--- config.mk ---
export PLATFORM = sky130hd
export DESIGN_NAME = ifu_inst_align
export DESIGN_NICKNAME = d
export VERILOG_FILES = /design/src/rtl/ifu_inst_align.sv
export SDC_FILE = /design/constraint.sdc
export NUM_CORES = 1
export LEC_CHECK = 0
export CAP_MARGIN = 25
export CORE_UTILIZATION = 48
export DETAILED_ROUTE_END_ITERATION = 6
export PLACE_DENSITY = 0.82
export SETUP_SLACK_MARGIN = 0.05
export SYNTH_ARGS = -nofsm -noshare
export SYNTH_HDL_FRONTEND = slang
export SYNTH_SLANG_ARGS = --single-unit
--- constraint.sdc ---
create_clock -name clk -period 4.2 [get_ports clk]
set_input_delay 0.63 -clock clk [delete_from_list [all_inputs] [get_ports clk]]
set_output_delay 0.63 -clock clk [all_outputs]
set_load 0.03 [all_outputs]
--- src/rtl/ifu_inst_align.sv ---
// Instruction aligner between the fetch FIFO and decode: splits 32-bit fetch words into RVC and
// 32-bit instructions, including ones that straddle two words. Optional counters: IFU_ALIGN_PERF_EN.
module ifu_inst_align #(
    parameter int unsigned       PC_LEN   = 64,
    parameter logic [PC_LEN-1:0] PC_RESET = PC_LEN'(64'h0000_0000_8000_0000)
) (
    input  logic              clk,
    input  logic              rst,
    input  logic              flush,
    input  logic [PC_LEN-1:0] flush_pc,
    input  logic              fifo_empty,
    input  logic [31:0]       fifo_rdata,
    output logic              fifo_pop,
    output logic              inst_valid,
    input  logic              inst_ready,
    output logic [31:0]       inst,
    output logic [PC_LEN-1:0] inst_pc,
    output logic              inst_is_rvc
`ifdef IFU_ALIGN_PERF_EN
    ,
    output logic [63:0]       perf_rvc_cnt,
    output logic [63:0]       perf_full_cnt,
    output logic [63:0]       perf_bubble_cnt
`endif
);

    localparam logic [1:0] ST_ALIGNED = 2'd0;
    localparam logic [1:0] ST_UPPER   = 2'd1;
    localparam logic [1:0] ST_HOLD    = 2'd2;

    logic [1:0]        state_q, state_d;
    logic [15:0]       hold_q, hold_d;
    logic [PC_LEN-1:0] pc_q, pc_d;

    logic [15:0]       w_lo, w_hi;
    logic              lo_is_rvc, hi_is_rvc;
    logic              valid_raw;
    logic              bubble;
    logic              pop_raw;
    logic              fire;
    logic [PC_LEN-1:0] pc_plus2, pc_plus4;
    logic              unused_flush_pc0;

    assign w_lo      = fifo_rdata[15:0];
    assign w_hi      = fifo_rdata[31:16];
    assign lo_is_rvc = (w_lo[1:0] != 2'b11);
    assign hi_is_rvc = (w_hi[1:0] != 2'b11);
    assign pc_plus2  = pc_q + PC_LEN'(2);
    assign pc_plus4  = pc_q + PC_LEN'(4);

    // Redirect targets are always half-word aligned; the low bit carries no information.
    assign unused_flush_pc0 = flush_pc[0];

    // Presentation: what the current state shows to decode, before flush/reset gating.
    always_comb begin
        valid_raw   = 1'b0;
        bubble      = 1'b0;
        inst        = 32'h0;
        inst_is_rvc = 1'b0;
        unique case (state_q)
            ST_ALIGNED: begin
                valid_raw = ~fifo_empty;
                if (lo_is_rvc) begin
                    inst        = {16'h0, w_lo};
                    inst_is_rvc = 1'b1;
                end else begin
                    inst = fifo_rdata;
                end
            end
            ST_UPPER: begin
                if (hi_is_rvc) begin
                    valid_raw   = ~fifo_empty;
                    inst        = {16'h0, w_hi};
                    inst_is_rvc = 1'b1;
                end else begin
                    // Upper half starts a 32-bit instruction: park it and fetch the next word.
                    bubble = ~fifo_empty;
                end
            end
            ST_HOLD: begin
                valid_raw = ~fifo_empty;
                inst      = {w_lo, hold_q};
            end
            default: begin
                valid_raw = 1'b0;
            end
        endcase
    end

    assign inst_valid = valid_raw & ~flush & ~rst;
    assign fire       = inst_valid & inst_ready;
    assign inst_pc    = pc_q;

    // Next-state; flush overrides any simultaneous fire or bubble.
    always_comb begin
        state_d = state_q;
        hold_d  = hold_q;
        pc_d    = pc_q;
        pop_raw = 1'b0;
        if (flush) begin
            pc_d    = {flush_pc[PC_LEN-1:1], 1'b0};
            hold_d  = 16'h0;
            state_d = flush_pc[1] ? ST_UPPER : ST_ALIGNED;
        end else begin
            unique case (state_q)
                ST_ALIGNED: begin
                    if (fire) begin
                        if (lo_is_rvc) begin
                            pc_d    = pc_plus2;
                            state_d = ST_UPPER;
                        end else begin
                            pc_d    = pc_plus4;
                            pop_raw = 1'b1;
                        end
                    end
                end
                ST_UPPER: begin
                    if (hi_is_rvc) begin
                        if (fire) begin
                            pc_d    = pc_plus2;
                            pop_raw = 1'b1;
                            state_d = ST_ALIGNED;
                        end
                    end else if (bubble) begin
                        pop_raw = 1'b1;
                        hold_d  = w_hi;
                        state_d = ST_HOLD;
                    end
                end
                ST_HOLD: begin
                    if (fire) begin
                        pc_d    = pc_plus4;
                        state_d = ST_UPPER;
                    end
                end
                default: begin
                    state_d = ST_ALIGNED;
                end
            endcase
        end
    end

    assign fifo_pop = pop_raw & ~rst;

    always_ff @(posedge clk or posedge rst) begin
        if (rst) begin
            state_q <= ST_ALIGNED;
            hold_q  <= 16'h0;
            pc_q    <= PC_RESET;
        end else begin
            state_q <= state_d;
            hold_q  <= hold_d;
            pc_q    <= pc_d;
        end
    end

`ifdef IFU_ALIGN_PERF_EN
    logic [63:0] rvc_cnt_q, rvc_cnt_d;
    logic [63:0] full_cnt_q, full_cnt_d;
    logic [63:0] bubble_cnt_q, bubble_cnt_d;

    // Counters survive flush; only reset clears them.
    always_comb begin
        rvc_cnt_d    = rvc_cnt_q + 64'(fire & inst_is_rvc);
        full_cnt_d   = full_cnt_q + 64'(fire & ~inst_is_rvc);
        bubble_cnt_d = bubble_cnt_q + 64'(fifo_empty | (bubble & ~flush));
    end

    always_ff @(posedge clk or posedge rst) begin
        if (rst) begin
            rvc_cnt_q    <= 64'h0;
            full_cnt_q   <= 64'h0;
            bubble_cnt_q <= 64'h0;
        end else begin
            rvc_cnt_q    <= rvc_cnt_d;
            full_cnt_q   <= full_cnt_d;
            bubble_cnt_q <= bubble_cnt_d;
        end
    end

    assign perf_rvc_cnt    = rvc_cnt_q;
    assign perf_full_cnt   = full_cnt_q;
    assign perf_bubble_cnt = bubble_cnt_q;
`endif

endmodule

* Word level (Yosys, flattened, before mapping)
Cells that the tools add are included.
Word-level totals: input port bits 101, output and inout port bits 99, word-level logic and storage cells 69, register bits 82
Cells by class: reduce and logical (&&, ||, !) cells 8, muxes and demuxes 37, bitwise gates (word level) 7, $add $sub $neg 2, eq/ne operators 12
Operator list (count):
- $mux W64 | 6
- $pmux W64 S3 | 1
- $pmux W32 S3 | 1
- $mux W16 | 5
- $add A64 B2 Y64 const B | 1
- $add A64 B3 Y64 const B | 1
- $mux W32 | 1
- $ne A3 B3 Y1 const B | 5
- $mux W2 | 7
- $mux W1 | 12
- $reduce_and A5 Y1 | 2
- $ne A4 B4 Y1 const B | 2
- $ne A2 B2 Y1 const B | 3
- $pmux W1 S2 | 3
- $pmux W2 S3 | 1
- $and A1 B1 Y1 | 4
- $reduce_bool A2 Y1 | 2
- $reduce_bool A4 Y1 | 1
- $not A1 Y1 | 3
- $reduce_and A3 Y1 | 1
- $eq A2 B1 Y1 const B | 1
- $eq A2 B2 Y1 const B | 1
- $logic_not A2 Y1 | 1
- $reduce_or A2 Y1 | 1

* Depth between registers and ports, before layout
word-level depth 11, mapped depth 11, mapped depth without buffers 8

* Worst setup path after synthesis
No wires, ideal clock.
path type input to output, from input rst, to output fifo_pop, buffers on the path 0, stages on the path 2, arrival time 2.913 ns, data required time 3.570 ns, slack 0.657 ns, cell sequence inv_1 > o2111a_1
Between the ends: longest elaborated chain between the ends 8, elaborated cells on any way between the ends 9, those cells by class mux: 5; bitwise: 4
Ends and longest elaborated chain:
- from (decl) | line 8 | input logic rst,
- $not A1 Y1 * | line 90, 143
- $and A1 B1 Y1 | line 90 | assign inst_valid = valid_raw & ~flush & ~rst;
- $and A1 B1 Y1 | line 91 | assign fire = inst_valid & inst_ready;
- $mux W1 | line 119 | if (fire) begin
- $mux W1 | line 118 | if (hi_is_rvc) begin
- $pmux W1 S2 | line 105 | unique case (state_q)
- $mux W1 | line 100 | if (flush) begin
- $and A1 B1 Y1 * | line 143 | assign fifo_pop = pop_raw & ~rst;
- to (decl) | line 13 | output logic fifo_pop,
Every way passes the cells marked *; elsewhere a longest branch is shown, timed or not.

* Worst setup path in the final report
from register state_q[0], to output fifo_pop
Between the ends: longest elaborated chain between the ends 11, elaborated cells on any way between the ends 16, those cells by class eq/ne: 2; mux: 8; bitwise: 4; reduce/logical: 2
Ends and longest elaborated chain:
- from (decl) | line 31 | logic [1:0] state_q, state_d;
- from (signal assigned) | line 151 | state_q <= state_d;
- $eq A2 B2 Y1 or $logic_not A2 Y1 (tied branches) | line 60, 105
- $reduce_or A2 Y1 (no line)
- $pmux W1 S2 | line 60 | unique case (state_q)
- $and A1 B1 Y1 (2 in series) | line 90
- $and A1 B1 Y1 | line 91
- $mux W1 | line 119
- $mux W1 | line 118
- $pmux W1 S2 * | line 105
- $mux W1 * | line 100
- $and A1 B1 Y1 * | line 143
Marks and branches as above.

==> results.md <==
Setup path:
- The critical path endpoint category is an output pin.
- Walking the worst path, the cells encountered are ha_1 > buf_4 > nor4_4 > o311a_2 > o21ai_0 > o21ai_0 > o2111a_1 > clkdlybuf4s50_1.
- The cell type of the slowest stage on the worst timing path is sky130_fd_sc_hd__clkdlybuf4s50_1.
- The critical path is of the reg -> out type.
- For the worst setup path, the data required time is 3.57 ns.
- The largest single stage delay on the critical path is 0.67 ns.
- In this design, the critical path's most frequently occurring cell is sky130_fd_sc_hd__o21ai_0.
- The worst endpoint data arrival time is 2.93 ns.
- Of all nets on the critical path, the largest fanout is 33.
- The startpoint type of the worst setup path is a flop.

Synthesis:
- Of the post-synthesis cell area, the dominant cell type holds 31.6%.
- Counting every net in the synthesized netlist gives 926.
- In the post-synthesis netlist, the biggest area contributors are sky130_fd_sc_hd__dfrtp_1 (32%), sky130_fd_sc_hd__nor2_1 (5.8%), sky130_fd_sc_hd__nand2_1 (5.6%), sky130_fd_sc_hd__nand4_1 (4.2%), sky130_fd_sc_hd__a21oi_1 (3.5%).
- After synthesis, the share of flip-flops with an asynchronous set or reset is 100%.
- The count of different cell masters after synthesis is 77.
- Each instance of the synthesized netlist takes up on average 7.72 um^2.
- The synthesized design contains 81 register bits.
- The mapped netlist covers 0.00633 mm^2.
- The number of enable-type register cells in the synthesized netlist is 0.
- Yosys printed 0 warnings.
- The leading area contributor after synthesis is sky130_fd_sc_hd__dfrtp_1.
- The proportion of synthesized chip area in sequential cells is 32.1%.
- For this run, the leading register cell type out of synthesis is sky130_fd_sc_hd__dfrtp_1.
- Counting every instance in the synthesized netlist gives 819.

CTS:
- The TritonCTS buffer count is 9.
- The CTS tree is done.
- The total of cells resized after clock tree synthesis is 0.
- The level count of the clock H-tree is 3.
- The cell at the root of the clock tree is sky130_fd_sc_hd__clkbuf_16.
- The clock transition at the register clock pins on the worst setup and hold paths after CTS is 0.06 ns.
- Counting along the longest clock path gives a buffer depth of 2.
- The count of buffers added by post-CTS timing repair for setup is 0.
- The clock net in this run drives a total of 81 sinks.
- At the later pin of the worst-skew pair, clock insertion delay measures 0.35 ns.
- Hold repair after CTS inserted 0 buffers.

Timing:
- The headroom to the max-slew limit is 27.5%.
- Clock skew on the completed layout was measured at 0.00853 ns.
- The number of hold violations in the final report is 0.
- The maximum clock frequency is 0.281 GHz.
- The worst slack on hold paths is 0.509 ns.
- The final setup TNS is 0 ns.
- Setup repair after global routing left no endpoint under its margin.
- Setup violations remaining at the end of the flow were counted as 0.
- The actual slew at the worst max-slew pin is 1.09 ns.
- The count of final max-slew check failures was 0.
- The portion of the clock cycle consumed by the worst path in the final layout is 84.7%.
- Across all setup checks in the final design, the least slack found is 0.642 ns.
- The final period demand of the worst path is 3.56 ns.

Final layout:
- The diode insertion count for antenna repair is 0.
- The filler cells instantiated in the layout total 1085.
- Summing all multi-input logic gate instances after layout gives 0.00402 mm^2.
- In the final layout, flip-flops and latches occupy 0.00203 mm^2.
- The synthesis-to-finish area growth is 38.1%.
- The proportion of layout cells with a drive suffix above 1 is 5.41%.
- After the last flow step, the layout net total stands at 1100.
- After the flow finishes, the layout carries non-filler instances totaling 1170.

Drt:
- The detailed-route vias per instance is 6.92.
- The iteration count of the initial detailed-routing pass is 7.
- After detailed routing, the average wire length per cell comes to 24.1 um.
- Summed over all layers, the routed wires come to 28200 um.
- In the routed design, unresolved DRC markers number 0.
- The detail route stage leaves a number of antenna-violating nets equal to 0.
- After the first detailed-routing iteration, the DRC count stood at 1077.
- Detailed routing inserted a total of 8092 vias.

Placed design:
- Summed over all nets, the half-perimeter wirelength after detailed placement is 20600 um.
- Before CTS, the worst setup slack after placement is 0.761 ns.
- The final weighted congestion in routability-driven placement is 1.03.
- The count of buffers from port buffering is 197.
- After detailed placement, the design holds a cell count of 1154.

Floorplanning:
- The die is 117 um wide.
- The row count is 41.
- The floorplan step defined a die boundary enclosing 0.0136 mm^2.
- The initial utilization of the core area, before any placement, comes to 49.7%.
- The core region is 0.0127 mm^2.
- The vertical die dimension is 117 um.
- The boundary pin count is 200.

Hold path:
- The worst min-delay path category is reg -> reg.

GRT:
- The pin count of the biggest net entering global routing is 91.
- In the global route stage, overall resource usage came out at 41.5%.
- The initial antenna violation count was 0.
- The global-route wire length before repair is 42100 um.
- The via count of the first global-routing pass came to 7393.
- The remaining global-route overflow is 0.

Job:
- The number of max-capacitance violations reported is 0.

Power:
- The analysis attributes to cell leakage a power of 0.00329 uW.
- IR analysis of the VDD net gives a maximum drop of 0.000410 V.
- The power density over the cells is 529 mW/mm^2.

Run status:
- The flow ran to the end, and the final reports show no timing, DRC or antenna violations.
## logic make-up after synthesis
| logic type | share of synthesized area [%] |
|---|---|
| other | 0.0593 |
| muxes | 0.653 |
| AOI/OAI and AO/OA | 28.9 |
| adders and majority gates | 1.19 |
| buffers and inverters | 4.41 |
| DFF | 32.1 |
| and+or+nand+nor | 32.7 |
## metrics by stage
stage | power (uW) | util, % | cell area, um^2
2_1_floorplan | 2670 | - | 6330
3_5_place_dp | 3780 | 66.5 | 8470
5_1_grt | 4810 | 68.7 | 8740
4_1_cts | 4540 | 68.7 | 8740
3_3_place_gp | 3760 | 66.3 | 8440
6_report | 4620 | 68.7 | 8740
## report_power, final
group,switching [uW],internal (uW),leakage [uW]
registers,307,921,0.000982
logic,1690,948,0.00218
clock network,320,435,0.000131
## registers in the layout (all words and copies together) (netlist names)
name,flops
hold_q,16
inst_pc,63
state_q,2
## final timing paths
| path | start | to | slack (ns) | cells after the start |
|---|---|---|---|---|
| setup reg to reg | state_q[0] | inst_pc[55] | 1.08 | 8 |
| max in group asynchronous | rst | inst_pc[44] | 2.74 | 4 |
| min in group asynchronous | rst | inst_pc[49] | 0.83 | 3 |
| hold reg to reg | hold_q[12] | hold_q[12] | 0.51 | 1 |
| setup / recovery | state_q[0] | fifo_pop | 0.64 | 8 |
| hold / removal | hold_q[12] | hold_q[12] | 0.51 | 1 |
## layout by cell type (no fill, tap or decap), types with 6 or more instances in the layout
cell type and instances:
sky130_fd_sc_hd__a22oi_1 21, sky130_fd_sc_hd__and2_1 10, sky130_fd_sc_hd__o31ai_1 10, sky130_fd_sc_hd__nand4_1 42
sky130_fd_sc_hd__or3_1 8, sky130_fd_sc_hd__nor4_1 16, sky130_fd_sc_hd__clkbuf_16 9, sky130_fd_sc_hd__o22ai_1 7
sky130_fd_sc_hd__nand3_1 34, sky130_fd_sc_hd__clkdlybuf4s50_1 196, sky130_fd_sc_hd__a22o_1 15, sky130_fd_sc_hd__a21oi_1 44
sky130_fd_sc_hd__nand2_1 95, sky130_fd_sc_hd__nor2_1 98, sky130_fd_sc_hd__and3_1 20, sky130_fd_sc_hd__or4_1 6
sky130_fd_sc_hd__o21ai_0 44, sky130_fd_sc_hd__ha_1 6, sky130_fd_sc_hd__inv_1 12, sky130_fd_sc_hd__nor3_1 30
sky130_fd_sc_hd__a31oi_1 26, sky130_fd_sc_hd__a222oi_1 14, sky130_fd_sc_hd__and4_1 9, sky130_fd_sc_hd__buf_4 20
sky130_fd_sc_hd__dfrtp_1 80, sky130_fd_sc_hd__o211ai_1 12
## synth_stat cells, drive strengths merged (3+ instances only)
cell type  number
nor2           98
nand2          95
dfrtp          80
a21oi          45
o21ai          45
nand4          42
clkbuf         40
nand3          34
nor3           30
a31oi          26
nor4           22
a22oi          21
and3           21
a22o           15
buf            15
a222oi         14
inv            13
o211ai         12
and2           10
o31ai          10
and4            9
or3             8
o22ai           7
ha              6
nor4b           6
or4             6
a211oi          5
a32oi           5
a41oi           5
a311oi          4
nand3b          4
nor3b           4
o221ai          4
o311ai          4
o31a            4
a221oi          3
a2bb2oi         3
a41o            3
mux2i           3
nand2b          3
o21a            3
## cell type report
| type | count | area share (%) |
|---|---|---|
| timing repair buffer | 218 | 24.5 |
| multi-input combinational | 669 | 46.1 |
| clock buffer | 16 | 3.11 |
| inverter | 14 | 0.616 |
| sequential | 81 | 23.2 |
| tap | 172 | 2.46 |
## critical path, delay by kind of cell, from the launching register on
| kind | cells | cell delay, ns |
|---|---|---|
| buffers and inverters | 2 | 0.91 |
| AOI/OAI and AO/OA | 4 | 0.67 |
| DFF | 1 | 0.40 |
| and+or+nand+nor | 1 | 0.37 |
| adders and majority gates | 1 | 0.21 |
## layer usage
metal  vias to the layer above  global-route usage [%]  share of wire [%]  wire (um)
met5                         -                       0                  0          0
met4                         0                    21.1                5.3       1490
met3                       114                    11.0                 13       3760
met2                       689                    61.1                 42      11800
met1                      3748                    56.2                 40      11100
li1                       3541                       -                  -          -
Note: power is estimated with default switching activity, not from simulation.
